**src/rtl/ifetch_ctrl_pkg.sv**
```systemverilog
// Shared CPU definitions for the instruction fetch slice: widths, constants
// and the {pc, instr} entry type buffered between fetch and decode.
package ifetch_ctrl_pkg;

  localparam int unsigned XLEN = 32;
  localparam logic [31:0] INSTR_BYTES = 32'd4;
  localparam logic [31:0] NOP_INSTR = 32'h0000_0013;
  localparam logic [31:0] DEFAULT_RESET_PC = 32'h0000_0000;

  typedef struct packed {
    logic [XLEN-1:0] pc;
    logic [XLEN-1:0] instr;
  } fetch_entry_t;

  // Instructions are word aligned, so the low two address bits are dropped.
  function automatic logic [XLEN-1:0] align_pc(input logic [XLEN-1:0] pc);
    return {pc[XLEN-1:2], 2'b00};
  endfunction

endpackage

```
**src/rtl/ifetch_ctrl_if.sv**
```systemverilog
// Fetch-side bus: instruction memory port, redirect input and decode handshake.
interface ifetch_ctrl_if;
  import ifetch_ctrl_pkg::*;

  logic [XLEN-1:0] iaddr;
  logic [XLEN-1:0] idata;
  logic            redirect_valid;
  logic [XLEN-1:0] redirect_pc;
  logic            out_valid;
  logic            out_ready;
  logic [XLEN-1:0] out_pc;
  logic [XLEN-1:0] out_instr;
  logic            fetch_stall;

  modport master (
    output iaddr, out_valid, out_pc, out_instr, fetch_stall,
    input  idata, redirect_valid, redirect_pc, out_ready
  );

  modport slave (
    input  iaddr, out_valid, out_pc, out_instr, fetch_stall,
    output idata, redirect_valid, redirect_pc, out_ready
  );

endinterface

```
**src/rtl/ifetch_ctrl_fetch_fifo.sv**
```systemverilog
// Generic DEPTH x 64-bit synchronous FIFO with flush. Pop while full lets a
// push land in the same cycle; flush overrides both push and pop.
module fetch_fifo #(
  parameter int unsigned DEPTH = 2
) (
  input  logic        clk,
  input  logic        rst_n,
  input  logic        push_i,
  input  logic        pop_i,
  input  logic        flush_i,
  input  logic [63:0] wdata_i,
  output logic [63:0] rdata_o,
  output logic        full_o,
  output logic        empty_o
);

  localparam int unsigned AW = $clog2(DEPTH);

  logic [63:0] mem_q [DEPTH];
  logic [AW-1:0] wr_ptr_q, wr_ptr_d;
  logic [AW-1:0] rd_ptr_q, rd_ptr_d;
  logic [AW:0]   count_q, count_d;
  logic          do_push_s, do_pop_s;

  assign empty_o = (count_q == {(AW+1){1'b0}});
  assign full_o  = (count_q == (AW+1)'(DEPTH));
  assign rdata_o = mem_q[rd_ptr_q];

  // Next-state for pointers and occupancy.
  always_comb begin
    do_pop_s  = pop_i & ~empty_o;
    do_push_s = push_i & (~full_o | do_pop_s);
    wr_ptr_d  = wr_ptr_q;
    rd_ptr_d  = rd_ptr_q;
    count_d   = count_q;
    if (flush_i) begin
      wr_ptr_d = {AW{1'b0}};
      rd_ptr_d = {AW{1'b0}};
      count_d  = {(AW+1){1'b0}};
    end else begin
      wr_ptr_d = wr_ptr_q + AW'(do_push_s);
      rd_ptr_d = rd_ptr_q + AW'(do_pop_s);
      count_d  = count_q + (AW+1)'(do_push_s) - (AW+1)'(do_pop_s);
    end
  end

  // State registers and storage.
  always_ff @(posedge clk) begin
    if (!rst_n) begin
      wr_ptr_q <= {AW{1'b0}};
      rd_ptr_q <= {AW{1'b0}};
      count_q  <= {(AW+1){1'b0}};
      for (int i = 0; i < int'(DEPTH); i++) mem_q[i] <= 64'd0;
    end else begin
      wr_ptr_q <= wr_ptr_d;
      rd_ptr_q <= rd_ptr_d;
      count_q  <= count_d;
      if (do_push_s && !flush_i) mem_q[wr_ptr_q] <= wdata_i;
    end
  end

endmodule

```
**src/rtl/ifetch_ctrl.sv**
```systemverilog
// Instruction fetch sequencer: owns the fetch PC, pushes {pc, instr} pairs
// into a small FIFO for decode and restarts fetch on redirects.
module ifetch_ctrl
  import ifetch_ctrl_pkg::*;
#(
  parameter logic [31:0] RESET_PC = DEFAULT_RESET_PC,
  parameter int unsigned DEPTH    = 2
) (
  input logic          clk,
  input logic          rst_n,
  ifetch_ctrl_if.master fetch_if
);

  logic [XLEN-1:0] pc_q, pc_d;
  logic            pop_s, push_s, full_s, empty_s;
  fetch_entry_t    wentry_s, rentry_s;

  assign pop_s    = ~empty_s & fetch_if.out_ready;
  assign push_s   = ~fetch_if.redirect_valid & (~full_s | pop_s);
  assign wentry_s = '{pc: pc_q, instr: fetch_if.idata};

  // Fetch PC: a redirect wins over sequential advance.
  always_comb begin
    pc_d = pc_q;
    if (fetch_if.redirect_valid) begin
      pc_d = align_pc(fetch_if.redirect_pc);
    end else if (push_s) begin
      pc_d = pc_q + INSTR_BYTES;
    end else begin
      pc_d = pc_q;
    end
  end

  // Fetch PC register.
  always_ff @(posedge clk) begin
    if (!rst_n) begin
      pc_q <= RESET_PC;
    end else begin
      pc_q <= pc_d;
    end
  end

  fetch_fifo #(.DEPTH(DEPTH)) u_fifo (
    .clk     (clk),
    .rst_n   (rst_n),
    .push_i  (push_s),
    .pop_i   (pop_s),
    .flush_i (fetch_if.redirect_valid),
    .wdata_i (wentry_s),
    .rdata_o (rentry_s),
    .full_o  (full_s),
    .empty_o (empty_s)
  );

  assign fetch_if.iaddr       = pc_q;
  assign fetch_if.out_valid   = ~empty_s;
  assign fetch_if.out_pc      = empty_s ? 32'd0 : rentry_s.pc;
  assign fetch_if.out_instr   = empty_s ? 32'd0 : rentry_s.instr;
  assign fetch_if.fetch_stall = full_s & ~pop_s;

endmodule

```
**src/flat_wrapper.sv**
```systemverilog
// flat-port wrapper written by rule: the top's interface ports become plain ports
module ifetch_ctrl_flat import ifetch_ctrl_pkg::*;
#(
  parameter logic [31:0] RESET_PC = DEFAULT_RESET_PC,
  parameter int unsigned DEPTH    = 2
)
  (clk, rst_n, fetch_if_iaddr, fetch_if_out_valid, fetch_if_out_pc, fetch_if_out_instr, fetch_if_fetch_stall, fetch_if_idata, fetch_if_redirect_valid, fetch_if_redirect_pc, fetch_if_out_ready);
  ifetch_ctrl_if fetch_if_i ();
  input logic clk;
  input logic rst_n;
  output wire logic [$bits(fetch_if_i.iaddr)-1:0] fetch_if_iaddr;
  output wire logic [$bits(fetch_if_i.out_valid)-1:0] fetch_if_out_valid;
  output wire logic [$bits(fetch_if_i.out_pc)-1:0] fetch_if_out_pc;
  output wire logic [$bits(fetch_if_i.out_instr)-1:0] fetch_if_out_instr;
  output wire logic [$bits(fetch_if_i.fetch_stall)-1:0] fetch_if_fetch_stall;
  input wire logic [$bits(fetch_if_i.idata)-1:0] fetch_if_idata;
  input wire logic [$bits(fetch_if_i.redirect_valid)-1:0] fetch_if_redirect_valid;
  input wire logic [$bits(fetch_if_i.redirect_pc)-1:0] fetch_if_redirect_pc;
  input wire logic [$bits(fetch_if_i.out_ready)-1:0] fetch_if_out_ready;
  assign fetch_if_iaddr = fetch_if_i.iaddr;
  assign fetch_if_out_valid = fetch_if_i.out_valid;
  assign fetch_if_out_pc = fetch_if_i.out_pc;
  assign fetch_if_out_instr = fetch_if_i.out_instr;
  assign fetch_if_fetch_stall = fetch_if_i.fetch_stall;
  assign fetch_if_i.idata = fetch_if_idata;
  assign fetch_if_i.redirect_valid = fetch_if_redirect_valid;
  assign fetch_if_i.redirect_pc = fetch_if_redirect_pc;
  assign fetch_if_i.out_ready = fetch_if_out_ready;
  ifetch_ctrl #(.RESET_PC(RESET_PC), .DEPTH(DEPTH)) u_core (.clk(clk), .rst_n(rst_n), .fetch_if(fetch_if_i));
endmodule
```
**config.mk**
```make
export PLATFORM = sky130hd
export DESIGN_NAME = ifetch_ctrl_flat
export DESIGN_NICKNAME = d
export VERILOG_FILES = /design/src/rtl/ifetch_ctrl_pkg.sv /design/src/rtl/ifetch_ctrl_if.sv /design/src/rtl/ifetch_ctrl_fetch_fifo.sv /design/src/rtl/ifetch_ctrl.sv /design/src/flat_wrapper.sv
export SDC_FILE = /design/constraint.sdc
export NUM_CORES = 1
export LEC_CHECK = 0
export ABC_AREA = 1
export CORE_MARGIN = 1
export CORE_UTILIZATION = 40
export CTS_CLUSTER_SIZE = 20
export DETAILED_ROUTE_END_ITERATION = 7
export PLACE_DENSITY = 0.76
export SETUP_SLACK_MARGIN = 0.02
export SLEW_MARGIN = 15
export SYNTH_ARGS = -nofsm -noshare
export SYNTH_HDL_FRONTEND = slang
export SYNTH_SLANG_ARGS = --single-unit
```
**constraint.sdc**
```tcl
create_clock -name clk -period 3.6 [get_ports clk]
set_input_delay 0.36 -clock clk [delete_from_list [all_inputs] [get_ports clk]]
set_output_delay 0.36 -clock clk [all_outputs]
set_load 0.02 [all_outputs]
```
==> impl_metrics.py, run 1 <==
metrics = {
    "run_status": {
        "status": "finished, final reports clean",
    },
    "pwr": {
        "pwr_density_cell_mw_per_mm2": 432,
        "p_leak_uw": 0.00382,
        "peakVddDrop_mv": 0.323,
    },
    "clock_network": {
        "worst_skew_pair.late_latency_ps": 420,
        "cts_tree": "done",
        "hold_buffers": 0,
        "clk_pin_slew_ps": 60,
        "cts.path.max_buffers": 2,
        "post_cts_resized": 0,
        "htreeDepth": 4,
        "cts_root_buf": "clkbuf_16",
        "post_cts_buffers": 0,
        "cts.sinks": 158,
        "cts_buffers": 17,
    },
    "cells_and_area": {
        "final_core_util_pct": 53.5,
        "nets": 1131,
        "final_layout_size_suffix_gt1_share_pct": 6.62,
        "fillers": 1721,
        "syn_to_final_growth_pct": 30.7,
        "n_antenna_cell": 0,
    },
    "placed_design": {
        "place_hpwl_um": 13100,
        "port_buffers": 159,
        "gp_congestion": 0.862,
    },
    "logic_synthesis": {
        "ys.flop_type": "edfxtp_1",
        "synthArstFlopShare_pct": 0,
        "yosys_warnings": 0,
        "synth_seq_area_share_pct": 57.3,
        "ys_ff_latch": 158,
        "synthCells": 909,
        "yosysUniqueCellTypes": 33,
        "netlist_area_sq_mm": 0.00769,
        "synth-edff-count": 124,
        "syn_area_per_cell_sq_um": 8.46,
    },
    "sta": {
        "final_hold_viol_count": 0,
        "finalCritPeriodShare_pct": 78.3,
        "finalSetupViolations": 0,
        "fmax_ghz": 0.355,
        "rsz0062_at_grt": "false",
        "worst_pin_slew_ps": 745,
        "maxSlewViolCount": 0,
        "finClkSkew_ps": 10.6,
        "setup_tns_ps": 0,
        "maxSlewHeadroom_pct": 50.3,
        "fin_crit_ps": 2820,
    },
    "detailed_routing": {
        "ant_nets": 0,
        "dr.pass1.iters": 5,
        "vias": 6488,
        "drc": 0,
        "via_per_inst": 4.96,
        "drt-initial-drc-count": 406,
        "wirelength_um": 19900,
        "wl_per_cell_um": 15.2,
    },
    "grt": {
        "grt_max_degree": 63,
        "grt_pass1_vias": 6320,
        "grtUsageTotal_pct": 20.7,
        "antenna_found_initial": 0,
        "grt_pass1_wl_um": 31600,
        "overflow": 0,
    },
    "critical_path": {
        "path_class": "flop to output port",
        "worstPathRequired_ps": 3240,
        "critPathCaptureType": "output port",
        "worstSetupStartpointType": "flop",
        "worstPathArrival_ps": 2460,
        "slowest_delay_ps": 570,
        "worst-r2r-setup-slack_ps": 1300,
        "path_cells": "nor2_4, buf_4, a21oi_1, clkdlybuf4s50_1",
        "path_max_fanout": 25,
        "worst_path_dominant_cell_family": "buffers and inverters",
        "critPathBufInv": 2,
        "cp_slowest_cell": "nor2_4",
    },
    "die": {
        "die_y_um": 141,
        "core_sq_mm": 0.0188,
        "die_area_sq_mm": 0.0198,
        "die_x_um": 141,
        "io_pins": 166,
        "initial_utilization_pct": 41.0,
        "std_cell_rows": 50,
    },
    "worst_hold_path": {
        "min_path_type": "input port to flop",
    },
    "run": {
        "maxCapViolCount": 0,
    },
}
## worst reg2reg max path, delay by kind of cell (launching register included)
kind            cells  cell delay [ps]
flops               1              380
buf+inv             1               40
xor+xnor            1              150
simple gates        3             1040
compound gates      1              120
fa+ha+maj           2              510
## synthesized netlist by cell type (all sizes together) (3+ instances only)
library cell | count | area, sq um
a21oi | 86 | 438
a31oi | 8 | 50.1
buf | 27 | 170
clkbuf | 18 | 67.6
dfxtp | 34 | 681
edfxtp | 124 | 3720
ha | 3 | 37.5
inv | 101 | 379
nand2 | 245 | 932
nand3 | 42 | 228
nand3b | 4 | 42.5
nor2 | 176 | 714
o21ai | 31 | 155
xor2 | 3 | 26.3
## cell type report
class	instances	area (sq um)	area share, %
repair buffers	174	1730	17.2
clock inverters	8	53.8	0.535
inverters	101	379	3.77
clock buffers	24	494	4.92
flip-flops and latches	158	4410	43.8
multi-input cells	608	2690	26.8
well taps	234	293	2.91
## placed cells by master, fill, tap and decap left out, drive strengths merged, types with 2 or more instances in the layout
| master | netlist | layout |
|---|---|---|
| or2 | 2 | 2 |
| xor2 | 3 | 3 |
| nand2 | 245 | 245 |
| a21oi | 86 | 86 |
| ha | 3 | 3 |
| clkdlybuf4s50 | 0 | 159 |
| clkbuf | 18 | 24 |
| inv | 101 | 105 |
| a31oi | 8 | 8 |
| edfxtp | 124 | 124 |
| and2 | 2 | 2 |
| conb | 1 | 4 |
| o21ai | 31 | 31 |
| nor2 | 176 | 176 |
| nand3 | 42 | 42 |
| nand3b | 4 | 4 |
| buf | 27 | 15 |
| clkinv | 0 | 3 |
| dfxtp | 34 | 34 |
## stage by stage
stage          worst slack, ps  instance area, sq um  instances  hold slack [ps]  total power [uW]
2_1_floorplan              749                  7700        912              493              2440
6_report                   781                 10000       1307              512              4340
4_1_cts                    740                 10000       1307              503              4370
3_3_place_gp              1020                  9500       1275              522              2690
3_5_place_dp              1000                  9500       1275              534              2700
5_1_grt                    640                 10000       1307              538              4490
## power breakdown
group	internal, uW	switching [uW]
Sequential	2070	53.4
Combinational	221	314
Clock	966	709
Total	3260	1080
## flip-flops by register name, summed over array words and instances, names as in the netlist
| signal | flops |
|---|---|
| u_core.fetch_if.iaddr | 30 |
| u_core.u_fifo.count_q | 2 |
| u_core.u_fifo.mem_q | 124 |
| u_core.u_fifo.rd_ptr_q | 1 |
| u_core.u_fifo.wr_ptr_q | 1 |
## worst paths after layout
| kind | from | to | cells after the start |
|---|---|---|---|
| min | fetch_if_redirect_pc[7] | u_core.fetch_if.iaddr[7]$_SDFFE_PN0P_ | 3 |
| max | u_core.u_fifo.count_q[1]$_SDFF_PP0_ | fetch_if_out_pc[18] | 4 |
| min reg2reg | u_core.u_fifo.rd_ptr_q$_SDFF_PP0_ | u_core.u_fifo.rd_ptr_q$_SDFF_PP0_ | 1 |
| max reg2reg | u_core.u_fifo.count_q[1]$_SDFF_PP0_ | u_core.u_fifo.count_q[1]$_SDFF_PP0_ | 8 |
## metal layers
metal	global-route usage, %	vias to the layer above	share of wire, %
li1	-	3219	-
met4	9.04	0	2.3
met3	2.92	32	5.4
met2	35.2	213	49
met1	26.3	3024	43
met5	0	-	0
## cells by family (layout without fill, tap and decap cells)
group | count (synthesis) | count (layout) | share of synthesized area, %
AND/OR/NAND/NOR | 471 | 471 | 25.3
flip-flops | 158 | 158 | 57.3
buffers and inverters | 146 | 307 | 8.02
AO/OA/AOI/OAI | 126 | 126 | 8.46
XOR/XNOR | 4 | 4 | 0.456
adder cells (fa/ha/maj) | 3 | 3 | 0.488
other | 1 | 4 | 0.0488
No activity file was read; power rests on OpenSTA's default activity.
==> run 2, diff against run 1 <==
Clock period 3.6 ns to 2.75 ns, I/O delays scaled along.
==> run 2 against run 1 <==
Compared with the run above: via count shrank 0.65%; clock skew shrank 2.1 ps; critical endpoint is now fetch_if_out_pc[16]; non-clock buffer count shrank 1; combinational power grew 31%; first-iteration DRC count shrank 1.7%; final area grew 1.1%; core utilization grew 0.61 points; count of clock-buffer cells in the layout shrank 3; global-route usage grew 0.096 points; worst setup slack lost 580 ps; total power grew 39%.
==> impl_metrics.py, run 2 (synthesis results as in run 1) <==
metrics = {
    "run_status": {
        "status": "finished, final reports clean",
    },
    "detailed_routing": {
        "wl_met2_um": 9660,
        "dr.pass1.iters": 5,
        "drc": 0,
        "drt-initial-drc-count": 399,
        "ant_nets": 0,
        "wl_met3_um": 1170,
        "highest_layer": "met4",
        "met1_length_um": 8630,
        "wirelength_um": 19800,
        "via_per_inst": 4.94,
        "vias": 6446,
        "wl_per_cell_um": 15.1,
    },
    "critical_path": {
        "cp-startpoint": "u_core.u_fifo.rd_ptr_q$_SDFF_PP0_",
        "path_cells": "inv_2, buf_12, nand2_1, a21oi_1, clkdlybuf4s50_1",
        "path_max_fanout": 62,
        "critPathCaptureType": "output port",
        "crit_cells": 5,
        "worstPathRequired_ps": 2480,
        "cp_slowest_cell": "clkdlybuf4s50_1",
        "reg2reg_from": "u_core.u_fifo.count_q[1]$_SDFF_PP0_",
        "worst-r2r-setup-slack_ps": 680,
        "worstSetupStartpointType": "flop",
        "endpoint": "fetch_if_out_pc[16]",
        "ff2ff_path_depth": 9,
        "worstPathArrival_ps": 2280,
        "r2r-end": "u_core.u_fifo.count_q[1]$_SDFF_PP0_",
        "path_class": "flop to output port",
        "slowest_delay_ps": 660,
        "critPathBufInv": 3,
        "worst_path_dominant_cell_family": "buffers and inverters",
    },
    "sta": {
        "fin_crit_ps": 2550,
        "fin_hold_ws_ps": 434,
        "fmax_ghz": 0.392,
        "finClkSkew_ps": 8.49,
        "finalSetupViolations": 0,
        "final_hold_viol_count": 0,
        "maxSlewViolCount": 0,
        "setup_tns_ps": 0,
        "rsz0062_at_grt": "false",
        "finalCritPeriodShare_pct": 92.8,
    },
    "clock_network": {
        "clk_pin_slew_ps": 60,
        "htreeDepth": 4,
        "cts_buffers": 17,
        "cts_root_buf": "clkbuf_16",
        "cts_tree": "done",
        "cts.path.max_buffers": 2,
        "worst_skew_pair.late_latency_ps": 420,
        "cts.sinks": 158,
        "post_cts_buffers": 0,
    },
    "cells_and_area": {
        "final_common_cell": "nand2_1",
        "largest_reg_flops": 124,
        "final_cell_mix": "nand2_1 (240), nor2_1 (165), clkdlybuf4s50_1 (159)",
        "finalInstanceArea_sq_mm": 0.0102,
        "regMostFlops": "u_core.u_fifo.mem_q",
        "syn_to_final_growth_pct": 32.1,
        "final_core_util_pct": 54.1,
        "n_antenna_cell": 0,
        "nets": 1130,
        "final_layout_size_suffix_gt1_share_pct": 6.62,
        "fillers": 1703,
    },
    "die": {
        "die_area_sq_mm": 0.0198,
        "die_x_um": 141,
        "initial_utilization_pct": 41.0,
        "std_cell_rows": 50,
        "core_sq_mm": 0.0188,
        "io_pins": 166,
        "die_y_um": 141,
    },
    "pwr": {
        "p_leak_uw": 0.00387,
        "peakVddDrop_mv": 0.459,
        "pwr_density_cell_mw_per_mm2": 591,
    },
    "grt": {
        "overflow": 0,
        "grt_max_degree": 65,
        "grtUsageTotal_pct": 20.8,
        "grt_pass1_vias": 6217,
        "antenna_found_initial": 0,
        "grt_pass1_wl_um": 31700,
    },
    "placed_design": {
        "place_hpwl_um": 12800,
        "placed_area_sq_mm": 0.00953,
        "port_buffers": 159,
        "gp_congestion": 0.890,
    },
    "worst_hold_path": {
        "min_path_type": "input port to flop",
    },
    "run": {
        "maxCapViolCount": 0,
    },
}
[run 2: changes by cell type in the layout (fill, tap and decap cells not counted), sizes merged]
cell,before,now
bufinv,0,5
clkbuf,24,21
inv,105,102
buf,15,14
clkinvlp,1,2
[run 2: tightest hold or removal path: stages]
cell and delay, ps:
clkdlybuf4s50_1 390, nand2_1 60, a31oi_1 70
[run 2: worst min path at each step]
stage                                              to  cells after the start                                  start  slack [ps]
6_report       u_core.fetch_if.iaddr[10]$_SDFFE_PN0P_                      3               fetch_if_redirect_pc[10]         430
2_1_floorplan   u_core.fetch_if.iaddr[6]$_SDFFE_PN0P_                      2                fetch_if_redirect_pc[6]         410
3_5_place_dp    u_core.fetch_if.iaddr[2]$_SDFFE_PN0P_                      2  u_core.fetch_if.iaddr[2]$_SDFFE_PN0P_         540
4_1_cts        u_core.fetch_if.iaddr[10]$_SDFFE_PN0P_                      3               fetch_if_redirect_pc[10]         420
3_3_place_gp    u_core.fetch_if.iaddr[2]$_SDFFE_PN0P_                      2  u_core.fetch_if.iaddr[2]$_SDFFE_PN0P_         530
5_1_grt         u_core.fetch_if.iaddr[8]$_SDFFE_PN0P_                      3                fetch_if_redirect_pc[8]         450
[run 2: cell type report]
class                      count  area [sq um]  area share [%]
clock buffer                  21           440            4.33
clock inverter                11           189            1.86
inverter                     101           379            3.73
multi-input combinational    608          2690            26.5
sequential                   158          4410            43.4
tap                          234           293            2.88
timing repair buffer         173          1760            17.3
[run 2: layer usage]
metal | up-vias | track usage [%]
met4 | 0 | 6.92
li1 | 3223 | -
met3 | 23 | 3.70
met1 | 2974 | 26.9
met2 | 226 | 35.2
met5 | - | 0
[run 2: where the power goes]
group          internal [uW]  leakage [uW]  switching (uW)
registers               2710       0.00159            72.0
logic                    294       0.00198             408
clock network           1610      0.000301             909
total                   4620       0.00387            1390
[run 2: timing repair]
| item | in CTS | in global routing |
|---|---|---|
| hold buffers | 0 | 0 |
| setup endpoints to repair | 0 | 35 |
| resized for setup | 0 | 1 |
[run 2: per-stage QoR]
stage | setup slack, ps | total power [uW] | instances
3_5_place_dp | 484 | 3540 | 1274
3_3_place_gp | 512 | 3530 | 1274
5_1_grt | 84.7 | 6230 | 1306
2_1_floorplan | 566 | 3200 | 912
4_1_cts | 22.0 | 6060 | 1306
6_report | 199 | 6010 | 1306
==> run 3, diff against run 2 <==
Settings changed: ABC_AREA 1 to not set, PLACE_DENSITY 0.76 to 0.77.
==> run 3 against run 2 <==
Compared with the run above: the flow now finishes with violations (DRC); via count down 15%; highest routed layer unchanged; register-to-register slack worse by 180 ps; critical path depth decreased by 1; combinational power barely moved; total power decreased by 2.1%.
==> impl_metrics.py, run 3 <==
metrics = {
    "sta": {
        "fin_crit_ps": 2610,
        "finalCritPeriodShare_pct": 94.8,
        "worst_pin_slew_ps": 915,
        "finClkSkew_ps": 12.9,
        "rsz0062_at_grt": "false",
        "final_hold_viol_count": 0,
        "fmax_ghz": 0.384,
        "fin_hold_ws_ps": 455,
        "finalSetupViolations": 0,
        "maxSlewHeadroom_pct": 39.0,
        "maxSlewViolCount": 0,
        "setup_tns_ps": 0,
    },
    "detailed_routing": {
        "wirelength_um": 17800,
        "drt-initial-drc-count": 359,
        "vias": 5494,
        "highest_layer": "met4",
        "wl_met2_um": 8800,
        "wl_met3_um": 1190,
        "met1_length_um": 7580,
        "ant_nets": 0,
        "via_per_inst": 5.21,
        "wl_per_cell_um": 16.9,
        "dr.pass1.iters": 8,
        "drc": 13,
    },
    "clock_network": {
        "cts.sinks": 158,
        "hold_buffers": 0,
        "htreeDepth": 4,
        "cts_root_buf": "clkbuf_16",
        "clk_pin_slew_ps": 60,
        "cts.path.max_buffers": 2,
        "worst_skew_pair.late_latency_ps": 430,
        "post_cts_resized": 0,
        "cts_buffers": 17,
        "cts_tree": "done",
        "post_cts_buffers": 0,
    },
    "grt": {
        "grt_max_degree": 57,
        "grt_pass1_wl_um": 28500,
        "grtUsageTotal_pct": 19.1,
        "overflow": 0,
        "grt_pass1_vias": 5357,
        "antenna_found_initial": 0,
    },
    "logic_synthesis": {
        "synthArstFlopShare_pct": 0,
        "syn_area_per_cell_sq_um": 11.4,
        "ys_ff_latch": 158,
        "synth_most_common_cell": "and2_1",
        "yosysUniqueCellTypes": 51,
        "ys.flop_type": "edfxtp_1",
        "yosys.area.top_type": "edfxtp_1",
        "synthCells": 660,
        "synth_seq_area_share_pct": 58.5,
        "netlist_area_sq_mm": 0.00753,
        "synth-edff-count": 124,
        "synth_top_area_share_pct": 49.5,
        "synth_area_leaders": "edfxtp_1 (49%), and2_1 (10%), dfxtp_1 (9.0%), mux2i_1 (8.2%), nor2_1 (3.8%)",
        "yosys_warnings": 0,
        "synth_common_cells": "and2_1 (125), edfxtp_1 (124), nor2_1 (77), mux2i_1 (62), clkbuf_1 (39)",
    },
    "critical_path": {
        "path_class": "flop to output port",
        "cp_slowest_cell": "clkdlybuf4s50_1",
        "worstSetupStartpointType": "flop",
        "path_cells": "or3b_2, buf_4, inv_1, clkdlybuf4s50_1",
        "slowest_delay_ps": 650,
        "critPathCaptureType": "output port",
        "worstPathRequired_ps": 2480,
        "path_max_fanout": 13,
        "worstPathArrival_ps": 2330,
        "worst-r2r-setup-slack_ps": 500,
    },
    "run": {
        "maxCapViolCount": 0,
    },
    "die": {
        "core_sq_mm": 0.0182,
        "io_pins": 166,
        "die_area_sq_mm": 0.0194,
        "die_x_um": 139,
        "initial_utilization_pct": 41.3,
        "std_cell_rows": 49,
        "die_y_um": 139,
    },
    "placed_design": {
        "place_hpwl_um": 11700,
        "gp_congestion": 0.832,
        "dp.cells": 1021,
        "port_buffers": 159,
    },
    "pwr": {
        "p_clk_share_pct": 40.0,
        "p_int_uw": 4490,
        "combPwrFrac_pct": 12.0,
        "seqPwrFrac_pct": 48.1,
        "peakVddDrop_mv": 0.452,
        "pwr_density_cell_mw_per_mm2": 583,
        "netSwitchingPower_uw": 1390,
        "sw_frac_of_total_pct": 23.7,
        "p_leak_uw": 0.00357,
    },
    "cells_and_area": {
        "syn_to_final_growth_pct": 34.1,
        "final_core_util_pct": 55.4,
        "layout.cells.non_filler": 1054,
        "n_antenna_cell": 0,
        "nets": 883,
        "final_cell_mix": "clkdlybuf4s50_1 (159), and2_1 (125), edfxtp_1 (124)",
        "final_common_cell": "clkdlybuf4s50_1",
        "final_layout_size_suffix_gt1_share_pct": 7.76,
        "largest_reg_flops": 124,
        "regMostFlops": "u_core.u_fifo.mem_q",
    },
    "run_status": {
        "violations": "DRC",
        "status": "complete, but fails checks",
    },
    "worst_hold_path": {
        "min_path_type": "input port to flop",
    },
}
[run 3: cell types whose count changed in the layout (fill, tap and decap cells not counted), sizes merged, moves of 11 or more]
cell,previous run,this run
nor3,0,11
mux2i,0,62
nand3,42,14
a21oi,86,4
nor2,176,77
nand2,245,19
and2,2,127
inv,102,6
[run 3: metal layers]
| metal | up-vias | GRT usage (%) |
|---|---|---|
| met5 | - | 0 |
| met4 | 0 | 5.96 |
| li1 | 2660 | - |
| met1 | 2620 | 23.8 |
| met2 | 191 | 32.2 |
| met3 | 23 | 5.15 |
[run 3: kinds of logic after synthesis]
family	synth area share, %
xor gates and xnor gates	1.40
DFF	58.5
other	0.0498
muxes	8.25
and+or+nand+nor	22.4
AOI/OAI and AO/OA	5.75
adders and majority gates	0.499
buffers and inverters	3.16
[run 3: final cells by class]
type                            count  area (sq um)
Clock inverter                     15           169
Tap cell                          229           287
Fill cell                        1546          8120
Clock buffer                       17           425
Inverter                            5          18.8
Multi-Input combinational cell    450          2940
Timing Repair Buffer              180          1840
Sequential cell                   158          4410
[run 3: final timing paths]
kind | end | depth (start not counted) | from
worst max-delay path | fetch_if_fetch_stall | 4 | u_core.u_fifo.count_q[1]$_SDFF_PP0_
worst min register to register | u_core.fetch_if.iaddr[14]$_SDFFE_PN0P_ | 2 | u_core.fetch_if.iaddr[14]$_SDFFE_PN0P_
worst max register to register | u_core.u_fifo.count_q[1]$_SDFF_PP0_ | 9 | u_core.u_fifo.count_q[1]$_SDFF_PP0_
worst min-delay path | u_core.fetch_if.iaddr[19]$_SDFFE_PN0P_ | 3 | fetch_if_redirect_pc[19]
[run 3: power groups by stage]
stage / sequential, uW / combinational (uW) / clock (uW)
2_1_floorplan: 2880 / 332 / 0
3_3_place_gp: 2870 / 700 / 0
3_5_place_dp: 2880 / 709 / 0
4_1_cts: 2830 / 712 / 2390
5_1_grt: 2850 / 761 / 2480
6_report: 2830 / 704 / 2350
[run 3: stage by stage]
step / worst slack (ps) / cell area [sq um] / total power, uW
after floorplan: -178 / 7540 / 3220
after global placement: 110 / 9470 / 3570
after detailed placement: 61.8 / 9470 / 3590
after CTS: 132 / 10100 / 5930
after global routing: 67.0 / 10100 / 6090
final: 144 / 10100 / 5880
[run 3: critical path, delay by kind of cell (launching register included)]
kind / cells / cell delay (ps)
buffers and inverters: 3 / 1000
DFF: 1 / 420
and+or+nand+nor: 1 / 490
